$ cat src/rtl/alu_pkg.sv
// Shared ALU definitions used by the sequential divider.
//   DIV_WIDTH   : default operand/result width for seq_divider
//   div_state_t : divider control states (IDLE, RUN, DONE)
package alu_pkg;

   localparam int DIV_WIDTH = 8;

   typedef enum logic [1:0] {
      IDLE,
      RUN,
      DONE
   } div_state_t;

endpackage

$ cat src/rtl/seq_divider_if.sv
// Start/done handshake bundle for seq_divider.
//   start, dividend, divisor : request side (driven by master)
//   busy, done               : status (driven by slave)
//   quotient, remainder      : registered results (driven by slave)
//   div_by_zero              : registered divide-by-zero flag (driven by slave)
interface seq_divider_if #(
   parameter int WIDTH = alu_pkg::DIV_WIDTH
);

   logic             start;
   logic [WIDTH-1:0] dividend;
   logic [WIDTH-1:0] divisor;
   logic             busy;
   logic             done;
   logic [WIDTH-1:0] quotient;
   logic [WIDTH-1:0] remainder;
   logic             div_by_zero;

   modport master (
      output start, dividend, divisor,
      input  busy, done, quotient, remainder, div_by_zero
   );

   modport slave (
      input  start, dividend, divisor,
      output busy, done, quotient, remainder, div_by_zero
   );

endinterface

$ cat src/rtl/ripple_subtractor.sv
// Ripple subtractor built from a chain of full-adder cells: a + ~b + 1.
//   a, b   : N-bit operands
//   diff   : N-bit difference a - b
//   borrow : high when a < b (inverted carry-out)
module ripple_subtractor #(
   parameter int N = 9
) (
   input  logic [N-1:0] a,
   input  logic [N-1:0] b,
   output logic [N-1:0] diff,
   output logic         borrow
);

   logic [N:0]   c;
   logic [N-1:0] nb;

   assign nb   = ~b;
   assign c[0] = 1'b1;

   for (genvar i = 0; i < N; i++) begin : g_fa
      assign diff[i]  = a[i] ^ nb[i] ^ c[i];
      assign c[i+1]   = (a[i] & nb[i]) | (a[i] & c[i]) | (nb[i] & c[i]);
   end

   assign borrow = ~c[N];

endmodule

$ cat src/rtl/seq_divider.sv
// Multi-cycle restoring divider, one quotient bit per clock.
//   clk, reset : rising-edge clock, synchronous active-high reset
//   bus        : seq_divider_if slave (start/operands in, busy/done/results out)
// Optional macro SEQ_DIVIDER_SIGNED_EN: two's-complement operands; magnitudes
// are divided by the same core and signs are fixed up when results register.
module seq_divider
   import alu_pkg::*;
#(
   parameter int WIDTH = DIV_WIDTH
) (
   input  logic          clk,
   input  logic          reset,
   seq_divider_if.slave  bus
);

   localparam int CW = $clog2(WIDTH + 1);

   div_state_t       state;
   logic [WIDTH:0]   r;
   logic [WIDTH:0]   r_sh;
   logic [WIDTH:0]   diff;
   logic [WIDTH:0]   r_next;
   logic [WIDTH-1:0] q;
   logic [WIDTH-1:0] q_next;
   logic [WIDTH-1:0] d;
   logic [CW-1:0]    count;
   logic             borrow;
   logic [WIDTH-1:0] op_a;
   logic [WIDTH-1:0] op_b;
   logic [WIDTH-1:0] q_fix;
   logic [WIDTH-1:0] r_fix;
   logic             unused_bits;

   // Remainder stays below the divisor, so r[WIDTH] is always 0 between
   // steps; the borrow output duplicates the trial MSB in this range.
   assign unused_bits = ^{r[WIDTH], borrow};

   assign r_sh = {r[WIDTH-1:0], q[WIDTH-1]};

   ripple_subtractor #(.N(WIDTH + 1)) u_sub (
      .a      (r_sh),
      .b      ({1'b0, d}),
      .diff   (diff),
      .borrow (borrow)
   );

   always_comb begin
      r_next = diff[WIDTH] ? r_sh : diff;
      q_next = {q[WIDTH-2:0], ~diff[WIDTH]};
   end

`ifdef SEQ_DIVIDER_SIGNED_EN
   logic neg_q;
   logic neg_r;

   assign op_a  = bus.dividend[WIDTH-1] ? -bus.dividend : bus.dividend;
   assign op_b  = bus.divisor[WIDTH-1]  ? -bus.divisor  : bus.divisor;
   assign q_fix = neg_q ? -q_next : q_next;
   assign r_fix = neg_r ? -r_next[WIDTH-1:0] : r_next[WIDTH-1:0];
`else
   assign op_a  = bus.dividend;
   assign op_b  = bus.divisor;
   assign q_fix = q_next;
   assign r_fix = r_next[WIDTH-1:0];
`endif

   always_ff @(posedge clk) begin
      if (reset) begin
         state           <= IDLE;
         bus.busy        <= 1'b0;
         bus.done        <= 1'b0;
         bus.quotient    <= '0;
         bus.remainder   <= '0;
         bus.div_by_zero <= 1'b0;
         r               <= '0;
         q               <= '0;
         d               <= '0;
         count           <= '0;
`ifdef SEQ_DIVIDER_SIGNED_EN
         neg_q           <= 1'b0;
         neg_r           <= 1'b0;
`endif
      end else begin
         bus.done <= 1'b0;
         case (state)
            IDLE, DONE: begin
               state <= IDLE;
               if (bus.start) begin
                  r     <= '0;
                  q     <= op_a;
                  d     <= op_b;
                  count <= CW'(WIDTH);
`ifdef SEQ_DIVIDER_SIGNED_EN
                  neg_q <= bus.dividend[WIDTH-1] ^ bus.divisor[WIDTH-1];
                  neg_r <= bus.dividend[WIDTH-1];
`endif
                  if (bus.divisor == '0) begin
                     state           <= DONE;
                     bus.done        <= 1'b1;
                     bus.quotient    <= '1;
                     bus.remainder   <= bus.dividend;
                     bus.div_by_zero <= 1'b1;
                  end else begin
                     state    <= RUN;
                     bus.busy <= 1'b1;
                  end
               end
            end
            RUN: begin
               r     <= r_next;
               q     <= q_next;
               count <= count - CW'(1);
               // Results register on the final step so done and the new
               // results appear together; count reaches 0 as DONE is entered.
               if (count == CW'(1)) begin
                  state           <= DONE;
                  bus.busy        <= 1'b0;
                  bus.done        <= 1'b1;
                  bus.quotient    <= q_fix;
                  bus.remainder   <= r_fix;
                  bus.div_by_zero <= 1'b0;
               end
            end
            default: state <= IDLE;
         endcase
      end
   end

endmodule

$ cat src/flat_wrapper.sv
// flat-port wrapper written by rule: the top's interface ports become plain ports
module seq_divider_flat import alu_pkg::*;
#(
   parameter int WIDTH = DIV_WIDTH
)
  (clk, reset, bus_start, bus_dividend, bus_divisor, bus_busy, bus_done, bus_quotient, bus_remainder, bus_div_by_zero);
  seq_divider_if #(.WIDTH(WIDTH)) bus_i ();
  input  logic clk;
  input  logic reset;
  input wire logic [$bits(bus_i.start)-1:0] bus_start;
  input wire logic [$bits(bus_i.dividend)-1:0] bus_dividend;
  input wire logic [$bits(bus_i.divisor)-1:0] bus_divisor;
  output wire logic [$bits(bus_i.busy)-1:0] bus_busy;
  output wire logic [$bits(bus_i.done)-1:0] bus_done;
  output wire logic [$bits(bus_i.quotient)-1:0] bus_quotient;
  output wire logic [$bits(bus_i.remainder)-1:0] bus_remainder;
  output wire logic [$bits(bus_i.div_by_zero)-1:0] bus_div_by_zero;
  assign bus_i.start = bus_start;
  assign bus_i.dividend = bus_dividend;
  assign bus_i.divisor = bus_divisor;
  assign bus_busy = bus_i.busy;
  assign bus_done = bus_i.done;
  assign bus_quotient = bus_i.quotient;
  assign bus_remainder = bus_i.remainder;
  assign bus_div_by_zero = bus_i.div_by_zero;
  seq_divider #(.WIDTH(WIDTH)) u_core (.clk(clk), .reset(reset), .bus(bus_i));
endmodule
$ cat config.mk
export PLATFORM = sky130hd
export DESIGN_NAME = seq_divider_flat
export DESIGN_NICKNAME = d
export VERILOG_FILES = /design/src/rtl/alu_pkg.sv /design/src/rtl/seq_divider_if.sv /design/src/rtl/ripple_subtractor.sv /design/src/rtl/seq_divider.sv /design/src/flat_wrapper.sv
export SDC_FILE = /design/constraint.sdc
export NUM_CORES = 1
export LEC_CHECK = 0
export ABC_AREA = 1
export BUFFER_PORTS_ARGS = -buffer_cell sky130_fd_sc_hd__buf_4
export CORE_MARGIN = 5
export CORE_UTILIZATION = 41
export DETAILED_ROUTE_END_ITERATION = 10
export GPL_ROUTABILITY_DRIVEN = 0
export HOLD_SLACK_MARGIN = 0.06
export PLACE_DENSITY = 0.61
export SYNTH_ARGS = -nofsm -noshare
export SYNTH_HDL_FRONTEND = slang
export SYNTH_SLANG_ARGS = --single-unit
$ cat constraint.sdc
create_clock -name clk -period 10.4 [get_ports clk]
set_input_delay 1.04 -clock clk [delete_from_list [all_inputs] [get_ports clk]]
set_output_delay 1.04 -clock clk [all_outputs]
set_load 0.005 [all_outputs]
==> After elaboration in Yosys (flattened, before gate mapping) <==
Index checks and enable logic that the tools add are counted.
{ "classes": {"add_sub_neg": 1, "bitwise_logic": 58, "reduce_logical": 8, "muxes": 30, "eq_ne": 7} }
{ "ops": {"columns": ["op", "count"], "rows": [
  ["$mux W8", 9],
  ["$pmux W8 S2", 4],
  ["$and A1 B1 Y1", 22],
  ["$xor A1 B1 Y1", 17],
  ["$or A1 B1 Y1", 16],
  ["$not A8 Y9", 1],
  ["$logic_not A8 Y1", 1],
  ["$mux W1", 8],
  ["$pmux W4 S2", 1],
  ["$reduce_and A4 Y1", 2],
  ["$mux W2", 3],
  ["$pmux W1 S2", 3],
  ["$eq A4 B1 Y1 const B", 1],
  ["$mux W4", 1],
  ["$ne A2 B1 Y1 const B", 2],
  ["$ne A2 B2 Y1 const B", 2],
  ["$pmux W2 S2", 1],
  ["$reduce_and A2 Y1", 2],
  ["$sub A4 B1 Y4 const B", 1],
  ["$eq A2 B1 Y1 const B", 1],
  ["$eq A2 B2 Y1 const B", 1],
  ["$logic_not A2 Y1", 1],
  ["$not A1 Y1", 2],
  ["$reduce_bool A2 Y1", 1],
  ["$reduce_or A2 Y1", 1]
]} }
{ "totals": {"elab_cells": 114, "in_bits": 19, "reg_bits": 49} }

==> Logic depth before layout (Yosys ltp) <==
Gate-level depths: netlist (run 1).
{ "depth": {"word_depth": 29, "depth_mapped": 14, "depth_no_buf": 14} }

==> Cells and area by module <==
A second synthesis (run 1) with hierarchy kept.
{ "hier_totals": {"hier_cells": 347, "area_unflattened_um2": 2501.1} }
{ "modules_own_cells": {"columns": ["mod", "cells_each", "area_per_inst_um2", "seq_area_each_um2", "instances"], "rows": [
  ["seq_divider", 320, 2260.9, 980.9, 1],
  ["ripple_subtractor", 27, 240.2, 0.0, 1]
]} }

==> Worst setup path after synthesis (run 1) <==
OpenSTA, ideal clock, no wires.
{ "synth_timing": {"kind": "reg2reg", "start": "reg u_core.q[7]", "end": "reg u_core.r[0]", "arrival_time_ps": 3896, "period_less_slack_ps": 3952, "required_ps": 10344, "stages_incl_launch_ff": 15, "slack_ps": 6448, "setup_ps": 56, "cell_sequence": "dfxtp_1 inv_1 ha_1 fa_1 fa_1 fa_1 fa_1 fa_1 fa_1 fa_1 xnor2_2 nand3_1 o211ai_1 nand2_1 inv_1"} }
{ "synth_via": {"elab_chain_len": 27} }
{ "synth_rtl": {"columns": ["item", "line_no", "text"], "rows": [
  ["start: declaration", "seq_divider.sv:23", "logic [WIDTH-1:0] q;"],
  ["start signal: assignment", "seq_divider.sv:90", "q <= op_a;"],
  ["start signal: assignment", "seq_divider.sv:111", "q <= q_next;"],
  ["$and A1 B1 Y1", "ripple_subtractor.sv:22", "assign c[i+1] = (a[i] & nb[i]) | (a[i] & c[i]) | (nb[i] & c[i]);"],
  ["$or A1 B1 Y1 (2 in series)", "ripple_subtractor.sv:22", null],
  ["$and A1 B1 Y1", "ripple_subtractor.sv:22", null],
  ["$or A1 B1 Y1 (2 in series)", "ripple_subtractor.sv:22", null],
  ["$and A1 B1 Y1", "ripple_subtractor.sv:22", null],
  ["$or A1 B1 Y1 (2 in series)", "ripple_subtractor.sv:22", null],
  ["$and A1 B1 Y1", "ripple_subtractor.sv:22", null],
  ["$or A1 B1 Y1 (2 in series)", "ripple_subtractor.sv:22", null],
  ["[... 4 more ...]", null, null],
  ["$or A1 B1 Y1 (2 in series)", "ripple_subtractor.sv:22", null],
  ["$and A1 B1 Y1", "ripple_subtractor.sv:22", null],
  ["$or A1 B1 Y1 (2 in series)", "ripple_subtractor.sv:22", null],
  ["$and A1 B1 Y1", "ripple_subtractor.sv:22", null],
  ["$or A1 B1 Y1 (2 in series)", "ripple_subtractor.sv:22", null],
  ["$xor A1 B1 Y1", "ripple_subtractor.sv:21", "assign diff[i] = a[i] ^ nb[i] ^ c[i];"],
  ["$mux W8 (*)", "seq_divider.sv:48", "r_next = diff[WIDTH] ? r_sh : diff;"],
  ["$pmux W8 S2 (*)", "seq_divider.sv:85", "case (state)"],
  ["end signal: assignment", "seq_divider.sv:110", "r <= r_next;"],
  ["end: declaration", "seq_divider.sv:19", "logic [WIDTH:0] r;"]
]} }
Every way passes the cells marked *; elsewhere a longest branch is shown, timed or not.
A chain may end at the register's enable or synchronous reset.

==> Worst setup path after layout (run 1) <==
{ "layout_timing": {"start": "reg u_core.q[7]", "end": "reg u_core.bus.remainder[7]"} }
{ "layout_via": {"elab_chain_len": 28} }
{ "layout_rtl": {"columns": ["item", "line_no", "text"], "rows": [
  ["$and A1 B1 Y1", "ripple_subtractor.sv:22", null],
  ["$or A1 B1 Y1 (*) (2 in series)", "ripple_subtractor.sv:22", null],
  ["$and A1 B1 Y1", "ripple_subtractor.sv:22", null],
  ["$or A1 B1 Y1", "ripple_subtractor.sv:22", null],
  ["$or A1 B1 Y1 (*)", "ripple_subtractor.sv:22", null],
  ["$and A1 B1 Y1", "ripple_subtractor.sv:22", null],
  ["$or A1 B1 Y1", "ripple_subtractor.sv:22", null],
  ["$or A1 B1 Y1 (*)", "ripple_subtractor.sv:22", null],
  ["[... 10 more ...]", null, null],
  ["$or A1 B1 Y1", "ripple_subtractor.sv:22", null],
  ["$or A1 B1 Y1 (*)", "ripple_subtractor.sv:22", null],
  ["$and A1 B1 Y1", "ripple_subtractor.sv:22", null],
  ["$or A1 B1 Y1 (2 in series)", "ripple_subtractor.sv:22", null],
  ["$xor A1 B1 Y1", "ripple_subtractor.sv:21", null],
  ["$mux W8 (*)", "seq_divider.sv:48", null],
  ["$mux W8 (*)", "seq_divider.sv:115", "if (count == CW'(1)) begin"],
  ["$pmux W8 S2 (*)", "seq_divider.sv:85", null],
  ["end signal: assignment", "seq_divider.sv:101", "bus.remainder <= bus.dividend;"],
  ["end signal: assignment", "seq_divider.sv:120", "bus.remainder <= r_fix;"],
  ["end: declaration", "seq_divider_if.sv:26", "output busy, done, quotient, remainder, div_by_zero"]
]} }
Every way passes the cells marked *; elsewhere a longest branch is shown, timed or not. The select of a mux whose other input is x is not followed.

==> results.json, run 1 <==
{
  "dr.pass1.iters": 4,
  "start_util_pct": 41.9,
  "drtIter0Drc": 111,
  "synth_cells": 344,
  "hpwl_um": 4080,
  "whs_ns": 0.470,
  "cp.required_ns": 10.65,
  "grt_max_degree": 40,
  "status": "finished, final reports clean",
  "cts_tree": "built",
  "clk_path_buf_depth": 2,
  "row_count": 28,
  "drt.antenna.violating_nets": 0,
  "root_buffer": "clkbuf_8",
  "overflow": 0,
  "cp.arrival_ns": 4.57,
  "postLayoutCoreUtil_pct": 49.1,
  "synth_seq_area_share_pct": 40.0,
  "wirelength_um": 5590,
  "p_leak_nw": 1.47,
  "drive_above_1_share_pct": 15.4,
  "wire_per_inst_um": 12.4,
  "drc_errors": 0,
  "final_max_slew_viol_count": 0,
  "final_common_cell": "nand2_1",
  "core_area_um2": 5850,
  "hold_viol": 0,
  "synth_nets": 373,
  "vias": 2168,
  "ioPinCount": 38,
  "place_inst": 443,
  "cp_max_fo": 9,
  "ctsResizeCount": 0,
  "cp-end-kind": "flip-flop",
  "worst-setup-path-type": "reg2reg",
  "path_clk_slew_ns": 0.10,
  "cts_made_buffers": 5,
  "synth_area_um2": 2450,
  "area_growth_pct": 17.2,
  "drv_cap": 0,
  "avgSynthCellArea_um2": 7.13,
  "yosys-top-cells-area": "dfxtp_1 (40%), nand2_1 (10%), inv_1 (9.0%)",
  "fmax_mhz": 232,
  "worstHoldPathType": "reg2reg",
  "worst_skew_pair.late_latency_ns": 0.31,
  "die_height_um": 87.3,
  "rsz0062_at_grt": "no",
  "stdcell_count": 451,
  "tightest_slew_ns": 1.17,
  "slew_headroom_pct": 22.1,
  "yosysTopAreaCellShare_pct": 40.0,
  "fin_setup_tns_ns": 0,
  "grt_usage_pct": 15.4,
  "ys_ff_latch": 49,
  "ctsHtreeMaxLevel": 2,
  "ir_drop_v": 0.0000740,
  "nNetsFinal": 404,
  "min_period_ns": 4.31,
  "yosysWarnings": 0,
  "synth_area_leader_cell": "dfxtp_1",
  "synth_cell_types": 27,
  "final_cell_mix": "nand2_1 (65), inv_1 (59), dfxtp_1 (49)",
  "crit_path_start_kind": "flip-flop",
  "io_buffers": 37,
  "design.die.area_um2": 7620,
  "grt_pass1_vias": 1925,
  "cts_setup_buffers": 0,
  "period_share_pct": 41.5,
  "cts-hold-fix-buffers": 0,
  "clock_skew_ns": 0.0105,
  "setup_viol": 0,
  "die_x_um": 87.3,
  "n_antenna_cell": 0,
  "grt_pass1_wl_um": 9320,
  "power.density_nw_per_um2": 155,
  "vias_per_cell": 4.81,
  "antenna_found_initial": 0,
  "cts_sinks": 49
}
[flip-flops by register name, indices dropped and copies added, names as in the netlist]
name,cells
u_core.bus.done,1
u_core.bus.div_by_zero,1
u_core.q,8
u_core.count,4
u_core.d,8
u_core.r,8
u_core.bus.quotient,8
u_core.bus.remainder,8
u_core.state,2
u_core.bus.busy,1
[routing by layer]
layer / wire length [um] / GRT usage, % / vias to the layer above
met4: 27 / 3.35 / 0
met3: 375 / 3.31 / 2
li1: - / - / 1124
met1: 2540 / 21.2 / 983
met5: 0 / 0 / -
met2: 2650 / 24.7 / 59
[critical path, stage by stage, from the launching register on]
cell and delay, ns:
dfxtp_1 0.36, inv_1 0.05, ha_1 0.19, fa_1 0.38
fa_1 0.39, fa_1 0.39, fa_1 0.39, fa_1 0.39
fa_1 0.39, fa_1 0.46, xnor2_2 0.40, nand3_1 0.17
nand3_1 0.13, nor2_1 0.06, nor2_1 0.11
[final timing paths]
check / slack, ns / from / endpoint / depth (start not counted)
max: 6.09 / u_core.q[7] / u_core.bus.remainder[7] / 14
min reg2reg: 0.47 / u_core.bus.busy / u_core.bus.busy / 2
max reg2reg: 6.09 / u_core.q[7] / u_core.bus.remainder[7] / 14
min: 0.47 / u_core.bus.busy / u_core.bus.busy / 2
[cell type report]
cell class	count	area [um2]
Timing Repair Buffer	37	278
Sequential cell	49	981
Inverter	61	229
Fill cell	610	2980
Clock inverter	3	46.3
Multi-Input combinational cell	221	1180
Clock buffer	5	68.8
Tap cell	75	93.8
[cell families after synthesis]
kind of cell / count (synthesis) / synth area share (%)
and+or+nand+nor: 164 / 28.9
AOI/OAI and AO/OA: 45 / 10.5
adders and majority gates: 10 / 7.25
DFF: 49 / 40.0
xor gates and xnor gates: 2 / 1.33
buffers and inverters: 74 / 12.0
[report_power, final]
part / leakage (nW) / total (mW) / switching [mW] / internal [mW]
Combinational: 1.02 / 0.0958 / 0.0587 / 0.0371
Clock: 0.0543 / 0.140 / 0.0682 / 0.0721
Sequential: 0.400 / 0.209 / 0.00867 / 0.200
Total: 1.47 / 0.445 / 0.136 / 0.309
[per-stage QoR]
step	power [mW]	setup WS, ns	instance area (um2)
after floorplan	0.283	6.45	2450
after global placement	0.309	6.18	2760
after detailed placement	0.310	6.10	2760
after CTS	0.451	6.08	2870
after global routing	0.474	5.81	2870
final	0.445	6.09	2870
[cell usage after synthesis]
| master | number |
|---|---|
| o21ai_2 | 1 |
| o21ai_0 | 21 |
| or2_2 | 1 |
| xnor2_2 | 1 |
| ha_1 | 3 |
| fa_1 | 7 |
| nand2_2 | 4 |
| nand3b_1 | 3 |
| xor2_2 | 1 |
| nand3b_2 | 1 |
| dfxtp_1 | 49 |
| o21bai_1 | 4 |
| clkbuf_1 | 5 |
| nor2_2 | 1 |
| o211ai_1 | 7 |
| inv_1 | 59 |
| nand3_1 | 40 |
| nor2_1 | 46 |
| buf_1 | 1 |
| nor3_1 | 2 |
| nand2_1 | 65 |
| o22ai_1 | 1 |
| a21oi_1 | 11 |
| buf_4 | 3 |
| nand3_2 | 1 |
| inv_2 | 2 |
| buf_2 | 4 |
No activity file was read; power rests on OpenSTA's default activity.
==> run 2, diff against run 1 <==
--- a/config.mk
+++ b/config.mk
@@ -12,7 +12,7 @@
 export DETAILED_ROUTE_END_ITERATION = 10
 export GPL_ROUTABILITY_DRIVEN = 0
 export HOLD_SLACK_MARGIN = 0.06
-export PLACE_DENSITY = 0.61
+export PLACE_DENSITY = 0.63
 export SYNTH_ARGS = -nofsm -noshare
 export SYNTH_HDL_FRONTEND = slang
 export SYNTH_SLANG_ARGS = --single-unit
==> constraint.sdc (replaced) <==
create_clock -name clk -period 3.65 [get_ports clk]
set_input_delay 0.365 -clock clk [delete_from_list [all_inputs] [get_ports clk]]
set_output_delay 0.365 -clock clk [all_outputs]
set_load 0.005 [all_outputs]
==> run 2 against run 1 <==
- the run now ends with setup timing left
- final area increased by 4.2%
- flip-flop and latch count did not move
- utilization is 2.1 points higher
- combinational power grew to 3.5 times the previous value
- largest cell class unchanged
- largest power group unchanged
==> results.json, run 2 (synthesis results as in run 1) <==
{
  "ctsHtreeMaxLevel": 2,
  "seqPwrFrac_pct": 47.3,
  "crit_end": "u_core.r[6]",
  "crit_start": "u_core.q[7]",
  "drc_errors": 0,
  "area_growth_pct": 22.2,
  "setup_viol": 17,
  "fmax_mhz": 267,
  "power.density_nw_per_um2": 422,
  "rr_worst_depth": 14,
  "min_period_ns": 3.75,
  "hp-start": "bus_divisor[7]",
  "hold_viol": 0,
  "drive_above_1_share_pct": 21.5,
  "power_switching_mw": 0.414,
  "cp_slowest_cell": "fa_2",
  "path_common_cell": "fa_2",
  "p_clk_share_pct": 26.4,
  "root_buffer": "clkbuf_8",
  "final_common_cell": "nand2_1",
  "p_sw_share_pct": 32.8,
  "fillers": 589,
  "r2r_end": "u_core.r[6]",
  "worst_slack_ns": -0.101,
  "ioPinCount": 38,
  "overflow": 0,
  "final_max_slew_viol_count": 0,
  "clk_path_buf_depth": 2,
  "drt.antenna.violating_nets": 0,
  "grt_max_degree": 33,
  "dr.pass1.iters": 4,
  "vias": 2194,
  "cts_sinks": 49,
  "p_leak_nw": 1.50,
  "wire_per_inst_um": 12.4,
  "cts_setup_buffers": 0,
  "cts_made_buffers": 5,
  "drv_cap": 0,
  "worst_skew_pair.late_latency_ns": 0.31,
  "clock_skew_ns": 0.0142,
  "hpwl_um": 4240,
  "combPwrFrac_pct": 26.4,
  "grt_pass1_vias": 2072,
  "wirelength_um": 5670,
  "cp_max_fo": 9,
  "grt_usage_pct": 16.3,
  "die_height_um": 87.3,
  "cp-end-kind": "flip-flop",
  "period_share_pct": 103,
  "slew_headroom_pct": 49.8,
  "io_buffers": 37,
  "failed_checks": "setup timing",
  "fin_setup_tns_ns": -1.32,
  "design.die.area_um2": 7620,
  "start_util_pct": 41.9,
  "ir_drop_v": 0.000219,
  "n_antenna_cell": 0,
  "cts-hold-fix-buffers": 0,
  "postLayoutCoreUtil_pct": 51.2,
  "die_x_um": 87.3,
  "reg2reg_setup_slack_ns": -0.10,
  "vias_per_cell": 4.81,
  "crit_path_start_kind": "flip-flop",
  "cell_internal_pwr_mw": 0.849,
  "row_count": 28,
  "slowest_delay_ns": 0.43,
  "grt_pass1_wl_um": 9780,
  "path_cells": "inv_2, ha_4, fa_2, fa_2, fa_2, fa_2, fa_2, fa_2, fa_2, xor2_4, nand3_1, o211ai_1, nand2_1, inv_1",
  "cts_tree": "built",
  "antenna_found_initial": 0,
  "final_cell_mix": "nand2_1 (65), inv_1 (58), dfxtp_1 (47)",
  "worst-setup-path-type": "reg2reg",
  "tightest_slew_ns": 0.753,
  "whs_ns": 0.303,
  "reg2reg_from": "u_core.q[7]",
  "nNetsFinal": 409,
  "worstHoldPathType": "in2reg",
  "path_clk_slew_ns": 0.09,
  "rsz0062_at_grt": "yes",
  "core_area_um2": 5850,
  "cp.required_ns": 3.90,
  "drtIter0Drc": 126,
  "cp.arrival_ns": 4.00,
  "status": "finished with violations"
}
[run 2: worst min-delay path by stage]
stage / cells past startpoint / end
CTS: 3 / u_core.d[7]
global placement: 2 / u_core.bus.quotient[6]
finish: 3 / u_core.d[7]
detailed placement: 2 / u_core.bus.quotient[6]
global route: 2 / u_core.q[4]
floorplan: 2 / u_core.q[1]
[run 2: cell type report]
cell class / instances / area, um2 / share of cell area (%)
Timing Repair Buffer: 42 / 328 / 10.9
Clock buffer: 5 / 68.8 / 2.30
Sequential cell: 49 / 983 / 32.8
Tap cell: 75 / 93.8 / 3.13
Multi-Input combinational cell: 221 / 1270 / 42.4
Clock inverter: 3 / 22.5 / 0.752
Inverter: 61 / 229 / 7.65
[run 2: metal layers]
metal | GRT usage (%) | vias to the layer above | routed length, um
met3 | 3.22 | 7 | 333
met4 | 4.88 | 0 | 89
li1 | - | 1142 | -
met1 | 22.2 | 989 | 2640
met2 | 26.1 | 56 | 2610
met5 | 0 | - | 0
[run 2: per-stage QoR]
step	power [mW]	cells	cell area, um2	worst slack, ns
2_1_floorplan	0.844	344	2540	-0.0469
3_3_place_gp	0.939	448	2900	-0.102
3_5_place_dp	0.946	448	2900	-0.138
4_1_cts	1.27	456	2990	-0.128
5_1_grt	1.35	456	2990	-0.297
6_report	1.26	456	2990	-0.101
[run 2: worst max-delay path: cells and delay by family (launching register included)]
kind | cells | cell delay, ns
adders and majority gates | 8 | 2.60
DFF | 1 | 0.34
xor gates and xnor gates | 1 | 0.29
and+or+nand+nor | 2 | 0.22
AOI/OAI and AO/OA | 1 | 0.12
buffers and inverters | 2 | 0.11
[run 2: power groups by stage]
stage	registers [mW]	logic, mW	clock network [mW]
3_3_place_gp	0.609	0.330	0
2_1_floorplan	0.605	0.239	0
6_report	0.597	0.333	0.333
4_1_cts	0.597	0.336	0.339
5_1_grt	0.602	0.383	0.365
3_5_place_dp	0.609	0.337	0
[run 2: what timing repair did]
action                                  CTS  global route
resized for setup                         0             2
pin swaps                                 3             0
endpoints found under the setup margin   18            18
hold endpoints to repair                  0             0
